[config.mk]
export PLATFORM = sky130hd
export DESIGN_NAME = pair_packer
export DESIGN_NICKNAME = d
export VERILOG_FILES = /design/src/rtl/pair_packer.sv
export SDC_FILE = /design/constraint.sdc
export NUM_CORES = 1
export LEC_CHECK = 0
export CAP_MARGIN = 20
export CORE_ASPECT_RATIO = 1.75
export CORE_MARGIN = 1
export CORE_UTILIZATION = 45
export CTS_CLUSTER_SIZE = 24
export DETAILED_ROUTE_END_ITERATION = 8
export GPL_TIMING_DRIVEN = 0
export PLACE_DENSITY = 0.78
export SLEW_MARGIN = 20
export SYNTH_ARGS = -nofsm -noshare
export SYNTH_HDL_FRONTEND = slang
export SYNTH_SLANG_ARGS = --single-unit
[constraint.sdc]
create_clock -name clk -period 3.15 [get_ports clk]
set_clock_uncertainty 0.1 [all_clocks]
set_input_delay 0.7875 -clock clk [delete_from_list [all_inputs] [get_ports clk]]
set_output_delay 0.7875 -clock clk [all_outputs]
set_load 0.005 [all_outputs]
[src/rtl/pair_packer.sv]
// Packs PAIRS 2-bit symbols LSB-first into one word behind a single-entry valid/ready output register.
// Optional feature: define PAIR_PACKER_PARITY_EN to register even parity of each emitted word on out_par.
module pair_packer #(
  parameter int PAIRS = 4
) (
  input  logic                 clk,
  input  logic                 rst_b,
  input  logic [1:0]           sym,
  input  logic                 in_valid,
  output logic                 in_ready,
  input  logic                 flush,
  output logic [2*PAIRS-1:0]   out_data,
  output logic [3:0]           out_cnt,
  output logic                 out_par,
  output logic                 out_valid,
  input  logic                 out_ready
);

  localparam int         W       = 2 * PAIRS;
  localparam logic [3:0] PAIRS_C = 4'(PAIRS);

  logic [W-1:0] acc_p0;
  logic [3:0]   cnt_p0;
  logic [W-1:0] merged;
  logic [3:0]   eff_cnt;
  logic         accept;
  logic         slot_free;
  logic         full;
  logic         do_flush;
  logic         load;

  // in_ready depends on cnt only, so a stalled sink never combinationally gates the source
  assign in_ready  = (cnt_p0 < PAIRS_C);
  assign accept    = in_valid && in_ready;
  assign eff_cnt   = cnt_p0 + {3'b000, accept};
  assign slot_free = !out_valid || out_ready;
  assign full      = (eff_cnt == PAIRS_C);
  assign do_flush  = flush && (eff_cnt != 4'd0);
  assign load      = slot_free && (full || do_flush);

  // Accumulator view including this cycle's symbol; slots above cnt are always zero
  always_comb begin
    merged = acc_p0;
    for (int k = 0; k < PAIRS; k++) begin
      if (accept && (cnt_p0 == 4'(k))) begin
        merged[2*k +: 2] = sym;
      end
    end
  end

  // Stage p0 -> p1: accumulator to output register
  always_ff @(posedge clk or negedge rst_b) begin
    if (!rst_b) begin
      acc_p0    <= '0;
      cnt_p0    <= 4'd0;
      out_data  <= '0;
      out_cnt   <= 4'd0;
      out_valid <= 1'b0;
    end else if (load) begin
      acc_p0    <= '0;
      cnt_p0    <= 4'd0;
      out_data  <= merged;
      out_cnt   <= eff_cnt;
      out_valid <= 1'b1;
    end else begin
      acc_p0 <= merged;
      cnt_p0 <= eff_cnt;
      if (out_ready) begin
        out_valid <= 1'b0;
      end
    end
  end

`ifdef PAIR_PACKER_PARITY_EN
  function automatic logic parity_of(input logic [W-1:0] d);
    return ^d;
  endfunction

  logic par_p1;

  always_ff @(posedge clk or negedge rst_b) begin
    if (!rst_b) begin
      par_p1 <= 1'b0;
    end else if (load) begin
      par_p1 <= parity_of(merged);
    end
  end

  assign out_par = par_p1;
`else
  assign out_par = 1'b0;
`endif

endmodule

==> results.json <==
{
  "antenna-diode-count": 0,
  "vias_per_cell": 5.09,
  "critPathLaunchType": "primary input",
  "num_vias": 723,
  "syn_nets": 100,
  "dieArea_sq_um": 2690,
  "max_stage_delay_ns": 0.46,
  "final_common_cell": "dfrtp_1",
  "maxSlewHeadroom": 0.637,
  "tightest_slew_ns": 0.544,
  "path_clk_slew_ns": 0.09,
  "switchingPower_mw": 0.478,
  "hold_path_class": "in -> async",
  "pwr-share-clk": 0.135,
  "setup_viol": 0,
  "outcome": "finished clean",
  "place_area_sq_um": 1350,
  "p_leak_nw": 0.687,
  "area_delta_synth_final_pct": 26.7,
  "track_usage": 0.192,
  "cp_common_cell": "ha_1",
  "grt_max_degree": 26,
  "drive_gt1_frac": 0.137,
  "clk_latency_ns": 0.27,
  "ys_seq_area_frac": 0.561,
  "layout_setup_ws_ns": 0.0858,
  "combPwrFrac": 0.492,
  "hold_viol_final": 0,
  "synth.avg_cell_area_sq_um": 12.3,
  "cts_buffers": 3,
  "max_freq_ghz": 0.326,
  "fin_area_sq_um": 1410,
  "dp_slack_ns": -0.319,
  "io_pins": 22,
  "io_buffer_count": 20,
  "crit_chain": "clkdlybuf4s50_1 -> nor3b_4 -> ha_1 -> ha_1 -> nor3b_1 -> mux2_4 -> mux2i_4 -> mux2_2",
  "cts_tree": "yes",
  "pwr-share-seq": 0.373,
  "grt_overflow": 0,
  "cp_slowest_cell": "clkdlybuf4s50_1",
  "intPower_mw": 0.923,
  "power.density_nw_per_um2": 992,
  "rows": 23,
  "core_area_sq_um": 2300,
  "initial_core_util": 0.484,
  "crit_required_ns": 3.21,
  "postCtsHoldBufs": 0,
  "wl_per_cell_um": 14.8,
  "grt_pass1_vias": 734,
  "drtIter0Drc": 10,
  "syn_area_sq_um": 1110,
  "startpoint": "in_valid",
  "postSynthCellCount": 91,
  "r2r_start": "cnt_p0[3]$_DFF_PN0_",
  "cp_max_fo": 6,
  "die_x_um": 39.6,
  "place_congestion": 0.734,
  "dp_hpwl_um": 1540,
  "nets": 127,
  "irDropWorstVdd_mv": 0.533,
  "total_power_mw": 1.40,
  "yosys_warnings": 0,
  "drc": 0,
  "switching_share": 0.341,
  "drt_pass1_iterations": 3,
  "yosysUniqueCellTypes": 22,
  "cp.arrival_ns": 3.13,
  "clock_path_buffers": 2,
  "final_cell_mix": "dfrtp_1, clkdlybuf4s50_1, mux2i_1",
  "grt_pass1_wl_um": 3480,
  "cp-end-kind": "flop",
  "ys_ff_latch": 25,
  "finalWirelength_um": 2110,
  "cts.sinks": 25,
  "ant_nets": 0,
  "critPathKind": "in -> reg",
  "fin_crit_ns": 3.06,
  "grt_antenna_before_repair": 0,
  "slew_violations": 0,
  "die-height_um": 67.8,
  "cts_htree_levels": 1,
  "root_buffer": "clkbuf_8",
  "cap_violations": 0,
  "period_share": 0.973
}
## through the flow
| step | TNS [ns] | instances | hold WS (ns) | utilization |
|---|---|---|---|---|
| after CTS | 0 | 140 | 0.425 | 0.608 |
| after floorplan | 0 | 91 | 0.380 | - |
| after global routing | -0.311 | 142 | 0.434 | 0.614 |
| after detailed placement | -6.68 | 136 | 0.407 | 0.585 |
| after global placement | -3.11 | 136 | 0.396 | 0.585 |
| final | 0 | 142 | 0.389 | 0.614 |
## path summary, 6_finish.rpt
check | end | slack, ns | cells past startpoint
max in group asynchronous | out_data[1]$_DFFE_PN0P_ | 2.19 | 1
min in group clk | out_data[2]$_DFFE_PN0P_ | 0.42 | 2
setup reg to reg | out_cnt[2]$_DFFE_PN0P_ | 0.56 | 7
hold reg to reg | out_data[2]$_DFFE_PN0P_ | 0.42 | 2
hold / removal | out_data[7]$_DFFE_PN0P_ | 0.39 | 1
setup / recovery | out_cnt[2]$_DFFE_PN0P_ | 0.09 | 8
## synth_stat cells
cell	number	area (sq um)
and3b_1	1	8.76
buf_2	1	5.00
buf_4	1	7.51
buf_6	1	11.3
conb_1	1	3.75
dfrtp_1	25	626
ha_1	2	25.0
inv_1	10	37.5
mux2_2	3	33.8
mux2_4	1	15.0
mux2i_1	18	180
mux2i_4	1	22.5
nand2_1	3	11.3
nand2b_1	1	6.26
nand3_1	2	10.0
nand3b_1	1	7.51
nor2_1	11	41.3
nor2b_1	2	12.5
nor3_1	1	5.00
nor3b_1	2	15.0
nor3b_2	1	12.5
xor2_1	2	17.5
## area by class of cell
class                      instances  area (sq um)
fill                             213           890
sequential                        25           626
multi-input combinational         53           434
timing repair buffer              22           210
clock buffer                       3          41.3
inverter                          10          37.5
tap                               25          31.3
buffer                             3          27.5
clock inverter                     1          5.00
## power by group through the flow
| stage | combinational [mW] | sequential (mW) | clock (mW) |
|---|---|---|---|
| global placement | 0.644 | 0.518 | 0 |
| finish | 0.689 | 0.523 | 0.189 |
| detailed placement | 0.666 | 0.528 | 0 |
| floorplan | 0.414 | 0.519 | 0 |
| CTS | 0.673 | 0.525 | 0.190 |
| global route | 0.762 | 0.538 | 0.200 |
## sequential cells by signal (all words and copies together), names as in the netlist
name       cells
cnt_p0         4
acc_p0         8
out_cnt        4
out_data       8
out_valid      1
## worst max-delay path, delay by kind of cell
kind                     cells  cell delay (ns)
multiplexers                 3             0.94
AND/OR/NAND/NOR              2             0.46
buffers and inverters        1             0.46
adder cells (fa/ha/maj)      2             0.48
## per-layer routing
metal  wire length, um  share of wire  GRT usage
met2              1190           0.57      0.318
met4                46          0.022      0.103
met1               807           0.38      0.235
met3                62          0.029     0.0195
met5                 0              0          0
## cell families after synthesis
kind of cell | share of synthesized area
flip-flops | 0.561
other | 0.00336
AND/OR/NAND/NOR | 0.117
multiplexers | 0.226
adder cells (fa/ha/maj) | 0.0224
buffers and inverters | 0.0550
XOR/XNOR | 0.0157
## repair_timing
| item | 4_1_cts | 5_1_grt |
|---|---|---|
| endpoints found under the setup margin | 16 | 22 |
| setup buffers | 0 | 2 |
| resized for setup | 1 | 1 |
| gates cloned | 0 | 0 |
Power figures use the tool's default switching activity.
